$ cat src/rtl/seg_pkg.sv
// Seven-segment constants and BCD decode shared by the timer display blocks.
package seg_pkg;

  localparam int DP_BIT = 0;

  localparam logic [7:0] SEG_BLANK = 8'h00;
  localparam logic [7:0] SEG_0 = 8'hFC;
  localparam logic [7:0] SEG_1 = 8'h60;
  localparam logic [7:0] SEG_2 = 8'hDA;
  localparam logic [7:0] SEG_3 = 8'hF2;
  localparam logic [7:0] SEG_4 = 8'h66;
  localparam logic [7:0] SEG_5 = 8'hB6;
  localparam logic [7:0] SEG_6 = 8'hBE;
  localparam logic [7:0] SEG_7 = 8'hE0;
  localparam logic [7:0] SEG_8 = 8'hFE;
  localparam logic [7:0] SEG_9 = 8'hF6;

  // Segment order {a,b,c,d,e,f,g,dp}; codes above 9 never occur in the chain.
  function automatic logic [7:0] bcd_to_seg(input logic [3:0] d);
    case (d)
      4'd0:    return SEG_0;
      4'd1:    return SEG_1;
      4'd2:    return SEG_2;
      4'd3:    return SEG_3;
      4'd4:    return SEG_4;
      4'd5:    return SEG_5;
      4'd6:    return SEG_6;
      4'd7:    return SEG_7;
      4'd8:    return SEG_8;
      4'd9:    return SEG_9;
      default: return SEG_BLANK;
    endcase
  endfunction

endpackage

$ cat src/rtl/seg_scan.sv
// Free-running digit scanner: dwell counter, digit index and one-hot enable.
module seg_scan
  import seg_pkg::*;
#(
  parameter int DIGITS  = 4,
  parameter int CLK_HZ  = 100_000_000,
  parameter int SCAN_HZ = 1000,
  localparam int IW     = ($clog2(DIGITS) < 1) ? 1 : $clog2(DIGITS)
) (
  input  logic              clk,
  input  logic              rst,
  output logic [IW-1:0]     idx_nxt,
  output logic [DIGITS-1:0] seg_en
);

  localparam int SCAN_N = CLK_HZ / SCAN_HZ;
  localparam int SW     = $clog2(SCAN_N);
  localparam logic [SW-1:0] SCAN_LAST = SW'(SCAN_N - 1);
  localparam logic [IW-1:0] IDX_LAST  = IW'(DIGITS - 1);

  logic [SW-1:0] scan_cnt;
  logic [IW-1:0] idx;

  // idx_nxt is exported so the segment register can follow the enable on the same edge.
  always_comb begin
    idx_nxt = idx;
    if (scan_cnt == SCAN_LAST) begin
      idx_nxt = (idx == IDX_LAST) ? '0 : idx + IW'(1);
    end
  end

  always_ff @(posedge clk or posedge rst) begin
    if (rst) begin
      scan_cnt <= '0;
      idx      <= '0;
      seg_en   <= DIGITS'(1);
    end else begin
      scan_cnt <= (scan_cnt == SCAN_LAST) ? '0 : scan_cnt + SW'(1);
      idx      <= idx_nxt;
      seg_en   <= DIGITS'(1) << idx_nxt;
    end
  end

endmodule

$ cat src/rtl/seg_timer_disp.sv
// Elapsed-time BCD counter with multiplexed seven-segment output and sticky overflow.
// Define SEG_TIMER_LZB_EN to blank leading zeros above the decimal-point digit.
module seg_timer_disp
  import seg_pkg::*;
#(
  parameter int CLK_HZ  = 100_000_000,
  parameter int TICK_HZ = 10,
  parameter int SCAN_HZ = 1000,
  parameter int DIGITS  = 4,
  parameter int DP_POS  = 1
) (
  input  logic                  clk,
  input  logic                  rst,
  input  logic                  run,
  input  logic                  clear,
  output logic [7:0]            seg_out,
  output logic [DIGITS-1:0]     seg_en,
  output logic [4*DIGITS-1:0]   count_bcd,
  output logic                  overflow
);

  localparam int PRE_N = CLK_HZ / TICK_HZ;
  localparam int PW    = $clog2(PRE_N);
  localparam int IW    = ($clog2(DIGITS) < 1) ? 1 : $clog2(DIGITS);
  localparam logic [PW-1:0] PRE_LAST = PW'(PRE_N - 1);

  logic [PW-1:0]         pre;
  logic                  tick;
  logic                  carry;
  logic                  wrap;
  logic [4*DIGITS-1:0]   count_inc;
  logic [4*DIGITS-1:0]   count_nxt;
  logic [IW-1:0]         idx_nxt;
  logic [3:0]            digit;
  logic                  blank;
  logic [7:0]            seg_nxt;
`ifdef SEG_TIMER_LZB_EN
  logic                  lead_zero;
`endif

  seg_scan #(
    .DIGITS  (DIGITS),
    .CLK_HZ  (CLK_HZ),
    .SCAN_HZ (SCAN_HZ)
  ) u_scan (
    .clk     (clk),
    .rst     (rst),
    .idx_nxt (idx_nxt),
    .seg_en  (seg_en)
  );

  assign tick = run && (pre == PRE_LAST);

  // Ripple the tick through the decades; a carry out of the top digit is the wrap.
  always_comb begin
    carry     = tick;
    count_inc = count_bcd;
    for (int i = 0; i < DIGITS; i++) begin
      if (carry) begin
        if (count_bcd[4*i +: 4] == 4'd9) begin
          count_inc[4*i +: 4] = 4'd0;
        end else begin
          count_inc[4*i +: 4] = count_bcd[4*i +: 4] + 4'd1;
          carry               = 1'b0;
        end
      end
    end
    wrap      = carry;
    count_nxt = clear ? '0 : count_inc;
  end

  // Decode from the next count so seg_out never lags count_bcd.
  always_comb begin
    digit = 4'd0;
    blank = 1'b0;
`ifdef SEG_TIMER_LZB_EN
    lead_zero = 1'b1;
`endif
    for (int i = DIGITS - 1; i >= 0; i--) begin
`ifdef SEG_TIMER_LZB_EN
      lead_zero = lead_zero && (count_nxt[4*i +: 4] == 4'd0);
`endif
      if (IW'(i) == idx_nxt) begin
        digit = count_nxt[4*i +: 4];
`ifdef SEG_TIMER_LZB_EN
        blank = lead_zero && (i > DP_POS);
`endif
      end
    end
    seg_nxt = blank ? SEG_BLANK : bcd_to_seg(digit);
    if (idx_nxt == IW'(DP_POS)) begin
      seg_nxt[DP_BIT] = 1'b1;
    end
  end

  always_ff @(posedge clk or posedge rst) begin
    if (rst) begin
      pre       <= '0;
      count_bcd <= '0;
      overflow  <= 1'b0;
      seg_out   <= SEG_0;
    end else begin
      if (clear) begin
        pre <= '0;
      end else if (run) begin
        pre <= tick ? '0 : pre + PW'(1);
      end
      count_bcd <= count_nxt;
      if (clear) begin
        overflow <= 1'b0;
      end else if (wrap) begin
        overflow <= 1'b1;
      end
      seg_out <= seg_nxt;
    end
  end

endmodule

$ cat config.mk
export PLATFORM = sky130hd
export DESIGN_NAME = seg_timer_disp
export DESIGN_NICKNAME = d
export VERILOG_FILES = /design/src/rtl/seg_pkg.sv /design/src/rtl/seg_scan.sv /design/src/rtl/seg_timer_disp.sv
export SDC_FILE = /design/constraint.sdc
export NUM_CORES = 1
export LEC_CHECK = 0
export ABC_AREA = 0
export CORE_UTILIZATION = 50
export DETAILED_ROUTE_END_ITERATION = 12
export GPL_TIMING_DRIVEN = 0
export HOLD_SLACK_MARGIN = 0.1
export PLACE_DENSITY_LB_ADDON = 0.25
export SYNTH_ARGS = -nofsm -noshare
export SYNTH_HDL_FRONTEND = slang
export SYNTH_HIERARCHICAL = 1
export SYNTH_SLANG_ARGS = --single-unit
export TNS_END_PERCENT = 20
$ cat constraint.sdc
create_clock -name clk -period 3.1 [get_ports clk]
set_input_delay 0.93 -clock clk [delete_from_list [all_inputs] [get_ports clk]]
set_output_delay 0.93 -clock clk [all_outputs]
set_load 0.02 [all_outputs]
* Word level (Yosys, flattened, before mapping)
Memory sizes are Yosys's and may differ from the RTL's. A register that Yosys moved wholly into a read port is not among the register bits.
Cells that the tools add are included.
** Storage, ports and cells
- Flip-flop bits (word level) :: 72
- Bits in read-only memories :: 112
- Input bits :: 4
- Logic and storage cells :: 61
- Memories :: 1
** Operators by class
- Add/subtract/negate cells :: 7
- Equality and inequality tests :: 11
- Shift-type cells :: 1
- Mux-type cells :: 30
- Reduce and logical (&&, ||, !) cells :: 4
** Memory list
- (no name shown) :: depth 16, bits a word 7, read ports 1, clocked after Yosys merged registers in 1, wr ports 0, line seg_pkg.sv:20 : case (d)
** Operator list (count)
- $mux 24 :: 3
- $mux 4 :: 12
- $add 24x1->24 const B :: 1
- $eq 24x24->1 const B :: 1
- $add 17x1->17 const B :: 1
- $eq 17x17->1 const B :: 1
- $mux 17 :: 1
- $add 4x1->4 const B :: 4
- $eq 4x4->1 const B :: 4
- $mux 16 :: 1
- $mux 1 :: 11
- $eq 2x2->1 const A :: 2
- $mux 2 :: 2
- $reduce_bool 2->1 :: 2
- $shl 1x2->4 const A :: 1
- $add 2x1->2 const B :: 1
- $eq 1x2->1 const A :: 1
- $eq 2x1->1 const B :: 1
- $eq 2x2->1 const B :: 1
- $logic_not 2->1 :: 1
- $logic_and 1x1->1 :: 1

* Logic depth before layout (Yosys ltp)
- Word-level depth :: 11
- Depth in mapped cells :: 15

* Modules after synthesis
The synthesis kept the hierarchy.
** By module, submodules not included
- seg_timer_disp :: times used 1, cells an instance 336, area an instance 3143.0 µm²
- seg_scan :: times used 1, cells an instance 99, area an instance 1068.5 µm²

* Worst setup path after synthesis
Ideal clock, no wire load.
- Path type :: input to register
- From :: in run
- To :: reg seg_out[3]
- Arrival :: 3238 ps
- Required time :: 3019 ps
- Path slack :: -220 ps
- Stages on the path :: 12
- Cell sequence :: buf_2 -> and4_1 -> nand4_4 -> buf_2 -> nor3_2 -> mux2i_1 -> a2bb2oi_1 -> o22ai_1 -> inv_1 -> ha_1 -> or3b_1 -> o211ai_1
** On the way
- Word-level cells in the longest chain between the ends :: 10
** Ends and longest elaborated chain
- start: declaration :: line seg_timer_disp.sv:14 : input logic run,
- $logic_and 1x1->1 (*) :: line seg_timer_disp.sv:52 : assign tick = run && (pre == PRE_LAST);
- $mux 1 (3 in a row) :: line seg_timer_disp.sv:59 : if (carry) begin
- $mux 4 :: line seg_timer_disp.sv:59
- $mux 16 (*) :: line seg_timer_disp.sv:69 : count_nxt = clear ? '0 : count_inc;
- $mux 4 (3 in a row) :: line seg_timer_disp.sv:83 : if (IW'(i) == idx_nxt) begin
- $mux 4 (*) :: line seg_timer_disp.sv:83
- end: declaration :: line seg_timer_disp.sv:16 : output logic [7:0] seg_out,
Mark *: on every way between the ends. The rest lies on a longest branch, timed or not.
A chain may end at the register's enable or synchronous reset.

* Worst setup path in the final report
- From :: reg u_scan.scan_cnt[5]
- To :: reg seg_out[7]
** On the way
- Word-level cells in the longest chain between the ends :: 7
** Ends and longest elaborated chain
- start: declaration :: line seg_scan.sv:21 : logic [SW-1:0] scan_cnt;
- start signal: assignment :: line seg_scan.sv:38 : scan_cnt <= (scan_cnt == SCAN_LAST) ? '0 : scan_cnt + SW'(1);
- $eq 17x17->1 (*) :: line seg_scan.sv:27 : if (scan_cnt == SCAN_LAST) begin
- $mux 2 (*) :: line seg_scan.sv:27
- via idx_nxt[1] :: line seg_timer_disp.sv:33 : logic [IW-1:0] idx_nxt;
- $eq 2x2->1 :: line seg_timer_disp.sv:83
- $mux 4 (3 in a row) :: line seg_timer_disp.sv:83
- $mux 4 (*) :: line seg_timer_disp.sv:83
Mark *: on every way through the listed nets, which the timed path passes. The rest lies on a longest branch.

==> flow_metrics.tcl <==
set metrics [dict create \
    synth_common_cells "dfrtp_1 (65), nor2_1 (56), nand2_1 (37)" \
    grt_pass1_wl_mm 15.9 \
    use_met1 0.301 \
    dieArea_um2 8790 \
    drc 0 \
    synthToLayoutAreaGrowth_pct 21.8 \
    cts-root-buf "clkbuf_8" \
    io_pins 33 \
    fin_setup_tns_ns -0.197 \
    gr-usage-met3 0.0550 \
    avgSynthCellArea_um2 9.68 \
    grt_max_degree 33 \
    reg2reg_from "u_scan/scan_cnt[5]" \
    synth_top_area_cell "dfrtp_1" \
    grt_pass1_vias 3350 \
    critPathSlowestCell "or4b_4" \
    async_reset_ff_frac 1.00 \
    r2r_end "seg_out[7]" \
    yosysMostFrequentCell "dfrtp_1" \
    via_per_inst 5.91 \
    hold_violations 0 \
    start_util 0.515 \
    final_antenna_net_count 0 \
    placed_cell_area_um2 4690 \
    cts_buffers 9 \
    use_met2 0.370 \
    hpwl_mm 6.60 \
    die_w_um 93.8 \
    critical-path-top-delay-family "simple AND/OR/NAND/NOR gates" \
    yosysWarnings 13 \
    cp-start-kind "register" \
    fp-row-count 33 \
    path_clk_slew_ns 0.08 \
    crit_fanout 7 \
    h-tree-depth 3 \
    drv_slew 0 \
    core_area_um2 8180 \
    wl_per_cell_um 15.6 \
    max_stage_delay_ns 0.56 \
    ir_drop_v 0.000344 \
    synth_cell_type_count 74 \
    r2r_cells 13 \
    worstPathBufferInverterCount 2 \
    fin_nets 514 \
    fin_crit_sh 1.02 \
    slew_headroom 0.429 \
    hold_slack_ns 0.491 \
    clkSinkCount 72 \
    cp.required_ns 3.37 \
    violations "setup timing" \
    top_usage_layer "met2" \
    finalInstanceArea_um2 5130 \
    cts_tree "done" \
    p_leak_uw 0.00218 \
    path_depth 13 \
    clock.fmax_mhz 316 \
    crit_chain "or4b_4 -> nor4_4 -> buf_4 -> nand2_2 -> o21ai_4 -> nand2b_1 -> or3_1 -> nor4_1 -> a31oi_1 -> a32o_2 -> buf_6 -> ha_1 -> o211ai_1" \
    clk_latency_ns 0.35 \
    synth_top_cell_area_share 0.386 \
    crit_path_end_kind "register" \
    drt_iter0_drc 243 \
    gp_congestion 0.878 \
    fin_ws_ns -0.0694 \
    grt_usage 0.229 \
    worstSetupEndpoint "seg_out[7]" \
    status "complete, but fails checks" \
    synth.cell_area_um2 4210 \
    startpoint "u_scan/scan_cnt[5]" \
    period_minus_slack_ns 3.17 \
    antenna_found_initial 0 \
    grt_overflow 0 \
    drt_pre_antenna_iters 5 \
    wl_mm 9.42 \
    clk_path_buf_depth 2 \
    ys_seq_elements 72 \
    rsz0062_at_grt "yes" \
    yosysSeqAreaShare 0.430 \
    syn-num-nets 456 \
    power_density_nw_per_um2 363 \
    fp.dieH_um 93.8 \
    hp-class "reg2reg" \
    dp_slack_ns -0.542 \
    finalSetupViolations 4 \
    synth_edf_count 0 \
    max_cap_viol_count 0 \
    netlist_instances 435 \
    ys_top_cells_by_area "dfrtp_1 (39%), ha_1 (5.1%), nor2_1 (5.0%), dfstp_2 (4.4%), xnor2_1 (4.2%)" \
    antenna_cells 0 \
    finish.utilization 0.627 \
    fin_skew_ns 0.0139 \
    drive_above_1_share 0.179 \
    numPortBuffers 31 \
    path_class "reg2reg" \
    worst_slew_pin_slew_ns 0.855 \
    worst-endpoint-arrival_ns 3.44 \
    rrSetupSlack_ns -0.07 \
    ys.flop_type "dfrtp_1" \
    vias 3566 \
]
## timing repair
action,CTS,global route
hold buffers,0,0
setup endpoints to repair,8,9
pin swaps,3,3
cloned,0,0
gates resized for setup,12,15
setup buffers,8,8
## registers in the layout, indices dropped and copies added (netlist names)
register and count:
u_scan/seg_en 4, pre 24, count_bcd 16, overflow 1, seg_out 8, u_scan/idx 2, u_scan/scan_cnt 17
## layer usage
layer | routed length, µm | vias up | share of wire
li1 | - | 1695 | -
met1 | 4210 | 1729 | 0.45
met2 | 4530 | 113 | 0.48
met3 | 520 | 29 | 0.055
met4 | 164 | 0 | 0.017
met5 | 0 | - | 0
## per-stage QoR
stage	cells	power, µW
after floorplan	435	990
final	603	1860
after global placement	571	1000
after detailed placement	572	1010
after global routing	603	1940
after CTS	595	1890
## cell families after synthesis
kind of cell	count (synthesis)	synth area share
compound gates	69	0.118
xor+xnor	36	0.0767
fa+ha+maj	17	0.0505
buf+inv	28	0.0288
flops	72	0.430
mux	3	0.00802
simple gates	210	0.288
## worst min-delay path by stage
stage / from / to / cells after the start
after floorplan: u_scan/scan_cnt[0] / u_scan/scan_cnt[0] / 1
after CTS: u_scan/scan_cnt[0] / u_scan/scan_cnt[0] / 1
after detailed placement: u_scan/scan_cnt[6] / u_scan/scan_cnt[6] / 1
after global routing: u_scan/scan_cnt[0] / u_scan/scan_cnt[0] / 1
final: u_scan/scan_cnt[0] / u_scan/scan_cnt[0] / 1
after global placement: u_scan/scan_cnt[0] / u_scan/scan_cnt[0] / 1
## power by group
| group | total, µW | internal (µW) | switching, µW |
|---|---|---|---|
| registers | 943 | 941 | 2.51 |
| logic | 45.8 | 10.7 | 35.0 |
| clock network | 875 | 519 | 356 |
| total | 1860 | 1470 | 393 |
## worst register-to-register path, delay by kind of cell, from the launching register on
| family | cells | cell delay [ns] |
|---|---|---|
| compound gates | 4 | 0.65 |
| fa+ha+maj | 1 | 0.17 |
| simple gates | 6 | 1.50 |
| buf+inv | 2 | 0.34 |
| flops | 1 | 0.43 |
## cell type report
cell class	count	area (µm²)
Buffer	13	88.8
Clock inverter	4	75.1
Inverter	14	56.3
Fill cell	662	3050
Clock buffer	12	165
Sequential cell	72	1810
Multi-Input combinational cell	335	2350
Tap cell	105	131
Timing Repair Buffer	48	454
## cells in the final DEF (no fill, tap or decap), types with 8 or more instances in the layout
| cell type | count |
|---|---|
| dfrtp_1 | 64 |
| nor2_1 | 55 |
| nand2_1 | 35 |
| clkdlybuf4s50_1 | 31 |
| nand3_1 | 24 |
| a21oi_1 | 20 |
| xnor2_1 | 20 |
| ha_1 | 17 |
| buf_4 | 16 |
| xor2_1 | 15 |
| nand4_1 | 14 |
| clkbuf_8 | 12 |
| nor3_1 | 11 |
| inv_1 | 10 |
| or3_1 | 9 |
| o21ai_0 | 8 |
Power figures use the tool's default switching activity.
